## config.mk

```make
export PLATFORM = sky130hd
export DESIGN_NAME = n_to_1_packet_arbiter
export DESIGN_NICKNAME = d
export VERILOG_FILES = /design/src/rtl/n_to_1_packet_arbiter_pkg.sv /design/src/rtl/n_to_1_packet_arbiter_flit_fifo.sv /design/src/rtl/n_to_1_packet_arbiter.sv
export SDC_FILE = /design/constraint.sdc
export NUM_CORES = 1
export LEC_CHECK = 0
export BUFFER_PORTS_ARGS = -buffer_cell sky130_fd_sc_hd__buf_2
export CORE_UTILIZATION = 45
export DETAILED_ROUTE_END_ITERATION = 8
export MAX_ROUTING_LAYER = met4
export PLACE_DENSITY = 0.73
export SYNTH_ARGS = -nofsm -noshare
export SYNTH_HDL_FRONTEND = slang
export SYNTH_HIERARCHICAL = 1
export SYNTH_SLANG_ARGS = --single-unit
```

## constraint.sdc

```tcl
create_clock -name clk -period 25.4 [get_ports clk]
set_input_delay 3.81 -clock clk [delete_from_list [all_inputs] [get_ports clk]]
set_output_delay 3.81 -clock clk [all_outputs]
set_load 0.01 [all_outputs]
```

## src/rtl/n_to_1_packet_arbiter_pkg.sv

```systemverilog
// ---------------------------------------------------------------------------
// n_to_1_packet_arbiter_pkg
// Purpose : shared flit format for the router output stage. A flit carries a
//           2-bit type field in its top bits, a 4-bit priority key just below
//           it, and a 10-bit payload in the remaining bits.
// Contents: flit geometry constants, flit_t, flit_type_e, and small helpers
//           that extract the type and key and classify packet-start flits.
// ---------------------------------------------------------------------------
package n_to_1_packet_arbiter_pkg;

   localparam int FLIT_SIZE  = 16;
   localparam int HEADER_LEN = 2;
   localparam int CMP_POS    = 13;
   localparam int CMP_LEN    = 4;

   localparam logic [HEADER_LEN-1:0] HEAD_FLIT   = 2'b00;
   localparam logic [HEADER_LEN-1:0] BODY_FLIT   = 2'b01;
   localparam logic [HEADER_LEN-1:0] TAIL_FLIT   = 2'b10;
   localparam logic [HEADER_LEN-1:0] SINGLE_FLIT = 2'b11;

   typedef logic [FLIT_SIZE-1:0] flit_t;

   typedef enum logic [HEADER_LEN-1:0] {
      FT_HEAD   = HEAD_FLIT,
      FT_BODY   = BODY_FLIT,
      FT_TAIL   = TAIL_FLIT,
      FT_SINGLE = SINGLE_FLIT
   } flit_type_e;

   function automatic flit_type_e flitType(input flit_t f);
      return flit_type_e'(f[FLIT_SIZE-1 -: HEADER_LEN]);
   endfunction

   function automatic logic [CMP_LEN-1:0] flitKey(input flit_t f);
      return f[CMP_POS -: CMP_LEN];
   endfunction

   // A flit may open an arbitration only if it starts a packet.
   function automatic logic isHeaderFlit(input flit_t f);
      return (flitType(f) == FT_HEAD) || (flitType(f) == FT_SINGLE);
   endfunction

endpackage

```

## src/rtl/n_to_1_packet_arbiter_flit_fifo.sv

```systemverilog
// ---------------------------------------------------------------------------
// flit_fifo
// Purpose : small synchronous first-word-fall-through FIFO used to buffer each
//           arbiter input. The oldest entry is always visible on o_head.
// Ports   : clk, rst      clock, synchronous active-high reset (empties FIFO)
//           i_push/i_data write one word (ignored when full)
//           i_pop         discard the head word (ignored when empty)
//           o_full/o_empty occupancy flags
//           o_head        current oldest word, valid when !o_empty
// ---------------------------------------------------------------------------
module flit_fifo #(
   parameter int W     = 16,
   parameter int DEPTH = 2
) (
   input  logic         clk,
   input  logic         rst,
   input  logic         i_push,
   input  logic [W-1:0] i_data,
   input  logic         i_pop,
   output logic         o_full,
   output logic         o_empty,
   output logic [W-1:0] o_head
);

   localparam int AW = $clog2(DEPTH);

   logic [W-1:0] r_mem [DEPTH];
   logic [AW:0]  r_wrPtr;
   logic [AW:0]  r_rdPtr;

   // Pointers carry one extra wrap bit so full and empty can be told apart
   // when the address bits coincide.
   always_ff @(posedge clk) begin
      if (rst) begin
         r_wrPtr <= '0;
         r_rdPtr <= '0;
      end else begin
         if (i_push && !o_full) begin
            r_wrPtr <= r_wrPtr + (AW+1)'(1);
         end
         if (i_pop && !o_empty) begin
            r_rdPtr <= r_rdPtr + (AW+1)'(1);
         end
      end
   end

   // Storage needs no reset; stale words are never visible once the
   // pointers are cleared.
   always_ff @(posedge clk) begin
      if (i_push && !o_full) begin
         r_mem[r_wrPtr[AW-1:0]] <= i_data;
      end
   end

   assign o_empty = (r_wrPtr == r_rdPtr);
   assign o_full  = (r_wrPtr[AW] != r_rdPtr[AW]) &&
                    (r_wrPtr[AW-1:0] == r_rdPtr[AW-1:0]);
   assign o_head  = r_mem[r_rdPtr[AW-1:0]];

endmodule

```

## src/rtl/n_to_1_packet_arbiter.sv

```systemverilog
// ---------------------------------------------------------------------------
// n_to_1_packet_arbiter
// Purpose : N-input wormhole flit merger. Each input is buffered in a
//           flit_fifo; whole packets (HEAD..TAIL, or a SINGLE) are granted
//           to the one output. Unlocked arbitration picks an aged input
//           first, then the highest key (MODE 0) or plain round-robin
//           (MODE 1), with ties resolved from the round-robin pointer.
//           Stray BODY/TAIL flits at a FIFO head are discarded.
// Ports   : clk, rst      clock, synchronous active-high reset
//           i_in          N flits, channel i at [FLIT_SIZE*i +: FLIT_SIZE]
//           i_inValid     per-channel flit valid
//           o_inAvail     per-channel FIFO can accept a flit
//           o_out         granted flit (combinational from FIFO head)
//           o_outValid    o_out holds a valid flit
//           i_outAvail    downstream accepts o_out this cycle
//           o_dropPulse   one-cycle pulse when a stray flit is discarded
// ---------------------------------------------------------------------------
module n_to_1_packet_arbiter
   import n_to_1_packet_arbiter_pkg::*;
#(
   parameter int N         = 6,
   parameter int DEPTH     = 2,
   parameter int MODE      = 0,
   parameter int AGE_W     = 4,
   parameter int AGE_LIMIT = 15
) (
   input  logic                   clk,
   input  logic                   rst,
   input  logic [FLIT_SIZE*N-1:0] i_in,
   input  logic [N-1:0]           i_inValid,
   output logic [N-1:0]           o_inAvail,
   output logic [FLIT_SIZE-1:0]   o_out,
   output logic                   o_outValid,
   input  logic                   i_outAvail,
   output logic                   o_dropPulse
);

   localparam int IW = $clog2(N);

   logic [N-1:0]    w_full;
   logic [N-1:0]    w_empty;
   logic [N-1:0]    w_push;
   logic [N-1:0]    w_pop;
   logic [N-1:0]    w_cand;
   logic [N-1:0]    w_stray;
   flit_t           w_head [N];

   logic            r_lock;
   logic [IW-1:0]   r_lockIdx;
   logic [IW-1:0]   r_rrPtr;
   logic [AGE_W-1:0] r_age [N];

   logic            w_agedFound;
   logic [IW-1:0]   w_agedIdx;
   logic            w_normFound;
   logic [IW-1:0]   w_normIdx;
   logic [CMP_LEN-1:0] w_bestKey;
   logic [IW-1:0]   w_arbIdx;
   logic [IW-1:0]   w_sel;
   logic            w_dropValid;
   logic [IW-1:0]   w_dropIdx;
   logic            w_popOut;
   flit_type_e      w_outType;

   // Index k steps after base, wrapping around the N channels.
   function automatic logic [IW-1:0] circIdx(input logic [IW-1:0] base, input int k);
      int s;
      s = int'(base) + k;
      if (s >= N) begin
         s = s - N;
      end
      return IW'(s);
   endfunction

   assign o_inAvail = ~w_full & {N{~rst}};
   assign w_push    = i_inValid & o_inAvail;

   for (genvar g = 0; g < N; g++) begin : g_fifo
      flit_fifo #(.W(FLIT_SIZE), .DEPTH(DEPTH)) u_fifo (
         .clk     (clk),
         .rst     (rst),
         .i_push  (w_push[g]),
         .i_data  (i_in[FLIT_SIZE*g +: FLIT_SIZE]),
         .i_pop   (w_pop[g]),
         .o_full  (w_full[g]),
         .o_empty (w_empty[g]),
         .o_head  (w_head[g])
      );

      assign w_cand[g]  = !w_empty[g] &&  isHeaderFlit(w_head[g]);
      assign w_stray[g] = !w_empty[g] && !isHeaderFlit(w_head[g]);
      assign w_pop[g]   = (w_popOut && (w_sel == IW'(g))) ||
                          (o_dropPulse && (w_dropIdx == IW'(g)));
   end

   // Unlocked arbitration. Every scan walks the channels starting at the
   // round-robin pointer so that "first found" means first at/after rr_ptr.
   // A starving (aged) candidate beats everything; otherwise the highest key
   // wins in MODE 0, where strict greater-than keeps the earliest of equal
   // keys, or the first candidate wins in MODE 1.
   always_comb begin
      w_agedFound = 1'b0;
      w_agedIdx   = '0;
      w_normFound = 1'b0;
      w_normIdx   = '0;
      w_bestKey   = '0;
      for (int k = 0; k < N; k++) begin
         if (!w_agedFound && w_cand[circIdx(r_rrPtr, k)] &&
             (r_age[circIdx(r_rrPtr, k)] == AGE_W'(AGE_LIMIT))) begin
            w_agedFound = 1'b1;
            w_agedIdx   = circIdx(r_rrPtr, k);
         end
         if (w_cand[circIdx(r_rrPtr, k)]) begin
            if (MODE == 1) begin
               if (!w_normFound) begin
                  w_normFound = 1'b1;
                  w_normIdx   = circIdx(r_rrPtr, k);
               end
            end else if (!w_normFound ||
                         (flitKey(w_head[circIdx(r_rrPtr, k)]) > w_bestKey)) begin
               w_normFound = 1'b1;
               w_normIdx   = circIdx(r_rrPtr, k);
               w_bestKey   = flitKey(w_head[circIdx(r_rrPtr, k)]);
            end
         end
      end
      w_arbIdx = w_agedFound ? w_agedIdx : w_normIdx;
   end

   // Stray flits are found lowest index first, one discarded per cycle.
   always_comb begin
      w_dropValid = 1'b0;
      w_dropIdx   = '0;
      for (int i = N-1; i >= 0; i--) begin
         if (w_stray[i]) begin
            w_dropValid = 1'b1;
            w_dropIdx   = IW'(i);
         end
      end
   end

   // While a packet is in flight the locked channel owns the output, even
   // if its FIFO momentarily runs dry; no other channel may interleave.
   assign w_sel       = r_lock ? r_lockIdx : w_arbIdx;
   assign o_outValid  = !rst && (r_lock ? !w_empty[r_lockIdx] : (|w_cand));
   assign o_out       = w_head[w_sel];
   assign o_dropPulse = !rst && !r_lock && w_dropValid;
   assign w_popOut    = o_outValid && i_outAvail;
   assign w_outType   = flitType(o_out);

   // Packet lock, round-robin pointer and starvation ages. Ages only move
   // on cycles where an unlocked grant is actually accepted downstream.
   always_ff @(posedge clk) begin
      if (rst) begin
         r_lock    <= 1'b0;
         r_lockIdx <= '0;
         r_rrPtr   <= '0;
         for (int i = 0; i < N; i++) begin
            r_age[i] <= '0;
         end
      end else begin
         if (w_popOut) begin
            if (w_outType == FT_HEAD) begin
               r_lock    <= 1'b1;
               r_lockIdx <= w_sel;
            end else if (w_outType == FT_TAIL) begin
               r_lock    <= 1'b0;
            end
            if ((w_outType == FT_HEAD) || (w_outType == FT_SINGLE)) begin
               r_rrPtr <= circIdx(w_sel, 1);
            end
         end
         if (!r_lock && w_popOut) begin
            for (int i = 0; i < N; i++) begin
               if (IW'(i) == w_sel) begin
                  r_age[i] <= '0;
               end else if (w_cand[i] && (r_age[i] < AGE_W'(AGE_LIMIT))) begin
                  r_age[i] <= r_age[i] + AGE_W'(1);
               end
            end
         end
      end
   end

endmodule

```

==> results.toml, run 1 <==
[run_status]
status = "complete, no violations"

[global_routing]
met1_usage_pct = 32.3
met3_usage_pct = 3.27
grt-busiest-layer = "met2"
grtUsageMet2_pct = 39.0
antenna_found_initial = 2
grt_pass1_vias = 10700
grt_max_degree = 65
grt_use_total_pct = 24.3
grt_first_pass_wirelength_mm = 61.0
overflow = 0

[synth]
syn_area_per_cell_um2 = 11.3
seq_area_frac_synth_pct = 48.6
ys.warnings.count = 6
synth_fp_nets = 1454
postSynth.asyncResetShare_pct = 0
synth.distinct_cells = 92
synth-seq-cells = 253
syn_inst = 1311
synth_edf_count = 216
syn_area_um2 = 14900
synth_ff_type = "edfxtp_1"

[clock_network]
cts_root_buf = "clkbuf_16"
cts_hold_buf = 0
clockBufferDepth = 3
cts_resized = 0
htree_levels = 1
post_cts.repair.setup_buffers = 0
numCtsBuffers = 27
worstSkewPairLatency_ns = 0.56
cts_tree = "yes"
clock_sinks = 253
path_clk_slew_ns = 0.06

[critical_path]
crit_arrival_ns = 12.95
crit_path_start_kind = "flip-flop"
worstSetupPathType = "reg -> out"
cpMostUsedCell = "o21ai_0"
cpMaxStageDelayCell = "dfxtp_1"
critPathMaxStageDelay_ns = 0.87
worstPathRequired_ns = 21.59
endpoint_kind = "output port"
crit_fanout = 42

[power]
internal_power_uw = 1140
p_switching_uw = 884
clkPwrFrac_pct = 18.6
p_comb_share_pct = 55.3
seqPwrFrac_pct = 26.0
switching_share_pct = 43.8
power.density_nw_per_um2 = 121
leakagePower_uw = 0.00611
irDropWorstVdd_mv = 0.114

[sta]
worst_hold_slack_ns = 0.564
fin_skew_ns = 0.0323
slew_headroom_pct = 22.1
finalHoldViolCount = 0
fmax_mhz = 59.7
worst_pin_slew_ns = 1.17
finalMaxSlewViolations = 0
period_minus_slack_ns = 16.76
finalSetupViolCount = 0
fin_setup_tns_ns = 0
worst_slack_ns = 8.64
grt_setup_unrepaired = "no"
finalCritPeriodShare_pct = 66.0

[floorplan]
die_w_um = 184
fp-row-count = 66
start_util_pct = 45.7
fp.dieArea_um2 = 33800
core_area_um2 = 32500
die_h_um = 184
ios = 129

[final_layout]
drive_gt1_share_pct = 24.2
nNetsFinal = 1556
finish.utilization_pct = 51.2
area_growth_pct = 12.2
fillers = 2913
fin_area_um2 = 16700

[min_path]
hold_class = "reg -> reg"

[placed_design]
hpwl_mm = 29.9
pre_cts_ws_ns = 9.39
place.gp.congestion = 0.980
portBuffers = 128
post_dp_cell_area_um2 = 15800

[detailed_routing]
first_pass_iters = 7
remaining_drc_errors = 0
avgRoutedWirePerCell_um = 21.4
drt_wl_total_mm = 40.3
drtIter0Drc = 825
vias = 11200
viasPerCell = 5.96
drtAntennaViolNets = 0

[flow_run]
max_cap_violations = 0
-- flip-flops by register name, indices dropped and copies added (netlist names), named ones only --
name / flops
g_fifo.u_fifo/r_mem: 192
r_rrPtr: 3
g_fifo.u_fifo/r_rdPtr: 12
r_lockIdx: 3
g_fifo.u_fifo/r_wrPtr: 12
r_lock: 1
r_age: 24
-- cell families after synthesis --
family	Yosys count	share of synthesized area [%]
AND/OR/NAND/NOR	376	12.1
AO/OA/AOI/OAI	290	14.2
flip-flops	253	48.6
multiplexers	207	15.5
buffers and inverters	101	3.17
XOR/XNOR	46	3.14
adder cells (fa/ha/maj)	38	3.20
-- power by group through the flow --
| stage | Combinational, uW | Sequential [uW] | Clock [uW] |
|---|---|---|---|
| 2_1_floorplan | 811 | 506 | 0 |
| 3_3_place_gp | 1090 | 532 | 0 |
| 3_5_place_dp | 1100 | 534 | 0 |
| 4_1_cts | 1110 | 526 | 383 |
| 5_1_grt | 1200 | 531 | 398 |
| 6_report | 1120 | 526 | 376 |
-- layout make-up --
class | count | area [um^2] | share of cell area [%]
tap | 442 | 553 | 3.32
clock buffer | 44 | 790 | 4.74
multi-input combinational | 957 | 7180 | 43.0
clock inverter | 6 | 61.3 | 0.368
antenna | 3 | 7.51 | 0.0450
sequential | 253 | 7230 | 43.4
inverter | 34 | 128 | 0.765
timing repair buffer | 140 | 731 | 4.38
-- layout by cell type (no fill, tap or decap), types with 9 or more instances in the layout --
cell       Yosys  routed
edfxtp_1     216     216
nor2_1       137     137
buf_2         29     128
mux2_2       114     114
nand2_1       92      92
mux2i_1       85      85
a21oi_1       57      53
o21ai_0       47      47
ha_1          38      38
dfxtp_1       37      36
inv_1         31      31
clkbuf_16      0      27
xor2_1        25      25
nand4_1       23      23
nand3_1       20      20
o22ai_1       19      19
o22a_1        15      15
xnor2_1       14      14
o211ai_1      14      14
a311oi_1      14      14
o21ai_1       13      13
and2_1        13      13
nor2b_1       12      12
nand2b_1      12      12
clkbuf_1      23      12
buf_4          5      12
nor3_1        10      10
o21a_1         9       9
or2_2          9       9
a31oi_1        9       9
o211a_1        9       9
-- per-stage QoR --
stage,total power (uW),std cells
after floorplan,1320,1311
after global placement,1620,1826
after detailed placement,1640,1826
after CTS,2020,1876
after global routing,2130,1878
final,2020,1879
-- worst max-delay path, delay by kind of cell (launching register included) --
| family | cells | cell delay, ns |
|---|---|---|
| AOI/OAI and AO/OA | 27 | 5.87 |
| and+or+nand+nor | 15 | 2.01 |
| adders and majority gates | 5 | 1.46 |
| buffers and inverters | 3 | 0.90 |
| DFF | 1 | 0.87 |
| muxes | 2 | 0.67 |
| xor gates and xnor gates | 1 | 0.56 |
-- per-layer routing --
metal,up-vias,part of all wire [%]
met2,437,47
met1,5480,43
li1,5215,-
met4,0,2.6
met3,75,7.0
met5,-,0
-- worst paths after layout --
check                                      startpoint                                       end  slack, ns  cells after the start
min          g_fifo[4].u_fifo/r_wrPtr[1]$_SDFFE_PP0P_  g_fifo[4].u_fifo/r_rdPtr[1]$_SDFFE_PP0P_       0.56                      2
min reg2reg  g_fifo[4].u_fifo/r_wrPtr[1]$_SDFFE_PP0P_  g_fifo[4].u_fifo/r_rdPtr[1]$_SDFFE_PP0P_       0.56                      2
max reg2reg                                 flip-flop                   r_rrPtr[2]$_SDFFE_PP0P_      12.51                     56
max                                         flip-flop                                 o_out[13]       8.64                     53
-- synthesized netlist by cell type (10+ instances only) --
| cell | number | share of area, % |
|---|---|---|
| edfxtp_1 | 216 | 44 |
| dfxtp_1 | 37 | 5.0 |
| o22a_1 | 15 | 0.88 |
| o211ai_1 | 14 | 0.71 |
| o21ai_0 | 47 | 1.6 |
| nand2_1 | 92 | 2.3 |
| nand4_1 | 23 | 0.97 |
| buf_2 | 29 | 0.98 |
| ha_1 | 38 | 3.2 |
| a21oi_1 | 57 | 1.9 |
| a311oi_1 | 14 | 0.83 |
| o22ai_1 | 19 | 0.80 |
| clkbuf_1 | 23 | 0.58 |
| o21ai_1 | 13 | 0.44 |
| mux2i_1 | 85 | 5.7 |
| nor2_1 | 137 | 3.5 |
| xor2_1 | 25 | 1.5 |
| nand2b_1 | 12 | 0.51 |
| xnor2_1 | 14 | 0.83 |
| nor2b_1 | 12 | 0.51 |
| inv_1 | 31 | 0.78 |
| nand3_1 | 20 | 0.67 |
| and2_1 | 13 | 0.55 |
| nor3_1 | 10 | 0.34 |
| mux2_2 | 114 | 8.6 |
Power figures use the tool's default switching activity.
==> run 2: changes to the inputs <==
--- a/config.mk
+++ b/config.mk
@@ -5,11 +5,12 @@
 export SDC_FILE = /design/constraint.sdc
 export NUM_CORES = 1
 export LEC_CHECK = 0
+export ABC_AREA = 1
 export BUFFER_PORTS_ARGS = -buffer_cell sky130_fd_sc_hd__buf_2
 export CORE_UTILIZATION = 45
 export DETAILED_ROUTE_END_ITERATION = 8
 export MAX_ROUTING_LAYER = met4
-export PLACE_DENSITY = 0.73
+export PLACE_DENSITY = 0.75
 export SYNTH_ARGS = -nofsm -noshare
 export SYNTH_HDL_FRONTEND = slang
 export SYNTH_HIERARCHICAL = 1
==> constraint.sdc (replaced) <==
create_clock -name clk -period 13.5 [get_ports clk]
set_input_delay 2.025 -clock clk [delete_from_list [all_inputs] [get_ports clk]]
set_output_delay 2.025 -clock clk [all_outputs]
set_load 0.01 [all_outputs]
==> run 2 against run 1 <==
Against the previous run:
- die area grew 1.8%
- area after synthesis rose by 1.9%
- global-route usage fell by 0.20 points
- hold slack worse by 0.015 ns
- wire length is 0.53% lower
- core utilization increased by 0.19 points
- first-iteration DRC count increased by 49%
- non-clock buffer count fell by 1
- final area grew 1.1%
- synthesized cell count grew 26%
==> results.toml, run 2 <==
[run_status]
status = "complete, no violations"

[critical_path]
worstPathRequired_ns = 11.48
critPathMaxStageDelay_ns = 0.47
cpMaxStageDelayCell = "dfxtp_1"
r2r-start = "r_rrPtr[1]$_SDFFE_PP0P_"
cpMostUsedCell = "o21ai_0"
crit_path_start_kind = "flip-flop"
reg2regPathDepth = 55
r2r-end = "r_age[5][2]$_SDFFCE_PN0P_"
crit_fanout = 64
worstSetupPathType = "reg -> out"
crit_arrival_ns = 10.34
endpoint_kind = "output port"
r2r_slack_ns = 2.74

[min_path]
hold_class = "reg -> reg"
hold-path-endpoint = "g_fifo[0].u_fifo/r_wrPtr[1]$_SDFFE_PP0P_"
holdPathStages = 2
hp-start = "g_fifo[0].u_fifo/r_wrPtr[1]$_SDFFE_PP0P_"

[sta]
fmax_mhz = 80.9
finalHoldViolCount = 0
period_minus_slack_ns = 12.37
finalSetupViolCount = 0
fin_setup_tns_ns = 0
grt_setup_unrepaired = "no"
finalMaxSlewViolations = 0
fin_skew_ns = 0.0146
finalCritPeriodShare_pct = 91.6
worst_pin_slew_ns = 1.15
slew_headroom_pct = 22.3

[final_layout]
nNetsFinal = 1908
diodes = 0
final_cell_mix = "nand2_1 (390), edfxtp_1 (216), inv_1 (170)"
area_growth_pct = 11.4
largest_reg_flops = 192
mostFrequentLayoutCell = "nand2_1"
drive_gt1_share_pct = 23.0

[placed_design]
hpwl_mm = 30.3
place.gp.congestion = 0.967
portBuffers = 128

[synth]
synth_fp_nets = 1797
synth-seq-cells = 253
synth.largest_area_cell = "edfxtp_1"
syn_area_per_cell_um2 = 9.15
synth_area_leaders = "edfxtp_1 (43%), nand2_1 (9.7%), mux2_4 (6.0%), dfxtp_1 (4.9%), inv_1 (4.2%)"
synth_ff_type = "edfxtp_1"
syn_area_um2 = 15100
synth.most_common_cell = "nand2_1"
synth_top_area_share_pct = 42.9
postSynth.asyncResetShare_pct = 0
syn_inst = 1654
synth_edf_count = 216
ys.warnings.count = 6
seq_area_frac_synth_pct = 47.7
synth.distinct_cells = 58
netlist_top_cells_count = "nand2_1 (390), edfxtp_1 (216), inv_1 (170)"

[global_routing]
overflow = 0
grt_max_degree = 69
antenna_found_initial = 0
grt_pass1_vias = 11600
grt_first_pass_wirelength_mm = 61.9
grt_use_total_pct = 24.1

[flow_run]
max_cap_violations = 0

[detailed_routing]
viasPerCell = 5.39
drt_wl_total_mm = 40.1
avgRoutedWirePerCell_um = 18.0
first_pass_iters = 6
vias = 12000
remaining_drc_errors = 0
drtIter0Drc = 1230
drtAntennaViolNets = 0

[floorplan]
die_w_um = 185
die_h_um = 185
fp.dieArea_um2 = 34400
ios = 129
start_util_pct = 46.2
core_area_um2 = 32800
fp-row-count = 66

[clock_network]
worstSkewPairLatency_ns = 0.53
htree_levels = 1
clock_sinks = 253
clockBufferDepth = 3
cts_tree = "yes"
numCtsBuffers = 25
cts_resized = 0
cts_hold_buf = 0
post_cts.repair.setup_buffers = 0
path_clk_slew_ns = 0.07
cts_root_buf = "clkbuf_16"
==> run 2: changes by cell type after synthesis, sizes merged, moves of 19 or more <==
cell,delta
xor2,-23
nand3,+85
nor2,+24
o21ai,+95
inv,+153
xnor2,-19
mux2i,-85
nand2,+351
mux2,-19
a311oi,-20
==> run 2: worst max path at each step <==
| stage | slack, ns | start | end | cells past startpoint |
|---|---|---|---|---|
| 2_1_floorplan | 3.14 | r_rrPtr[0]$_SDFFE_PP0P_ | o_out[10] | 65 |
| 3_3_place_gp | 1.78 | flip-flop | o_out[0] | 60 |
| 3_5_place_dp | 1.51 | flip-flop | o_out[0] | 59 |
| 4_1_cts | 0.89 | flip-flop | o_out[0] | 59 |
| 5_1_grt | 0.13 | r_rrPtr[1]$_SDFFE_PP0P_ | o_out[0] | 59 |
| 6_report | 1.13 | r_rrPtr[1]$_SDFFE_PP0P_ | o_out[0] | 57 |
==> run 2: logic make-up (layout without fill, tap and decap cells) <==
logic type      after synthesis  count (layout)  share of synthesized area, %
flops                       253             253                          47.7
simple gates                739             739                          21.6
fa+ha+maj                    38              38                          3.14
buf+inv                     244             373                          7.55
mux                          96              96                          8.63
xor+xnor                      4               4                         0.331
compound gates              280             280                          11.0
==> run 2: critical path: cells and delay by family (launching register included) <==
family | cells | cell delay, ns
adder cells (fa/ha/maj) | 6 | 2.08
buffers and inverters | 7 | 1.03
flip-flops | 1 | 0.47
AND/OR/NAND/NOR | 25 | 2.83
AO/OA/AOI/OAI | 19 | 3.34
==> run 2: stage by stage <==
| step | utilization, % | hold WS, ns | instance area, um^2 | cells | setup WS (ns) |
|---|---|---|---|---|---|
| after floorplan | - | 0.494 | 15100 | 1654 | 3.14 |
| after global placement | 48.8 | 0.524 | 16000 | 2180 | 1.78 |
| after detailed placement | 48.8 | 0.536 | 16000 | 2180 | 1.51 |
| after CTS | 51.4 | 0.551 | 16800 | 2225 | 0.889 |
| after global routing | 51.4 | 0.576 | 16900 | 2225 | 0.134 |
| final | 51.4 | 0.549 | 16900 | 2225 | 1.13 |
==> run 2: layout make-up <==
type,instances,area (um^2)
Tap cell,442,553
Clock inverter,18,219
Sequential cell,253,7230
Timing Repair Buffer,139,723
Multi-Input combinational cell,1157,6780
Clock buffer,27,633
Fill cell,2988,15900
Inverter,189,727
==> run 2: per-layer routing <==
layer | vias up | track usage (%) | share of wire (%)
met5 | - | - | 0
met4 | 0 | 8.46 | 3.7
met3 | 103 | 2.36 | 6.6
met2 | 486 | 41.0 | 49
met1 | 5583 | 29.9 | 41
li1 | 5828 | - | -
Power of run 2 is left out: the tool's default activity adds up to more than one toggle a clock period on the data nets, which glitch-free logic cannot reach.
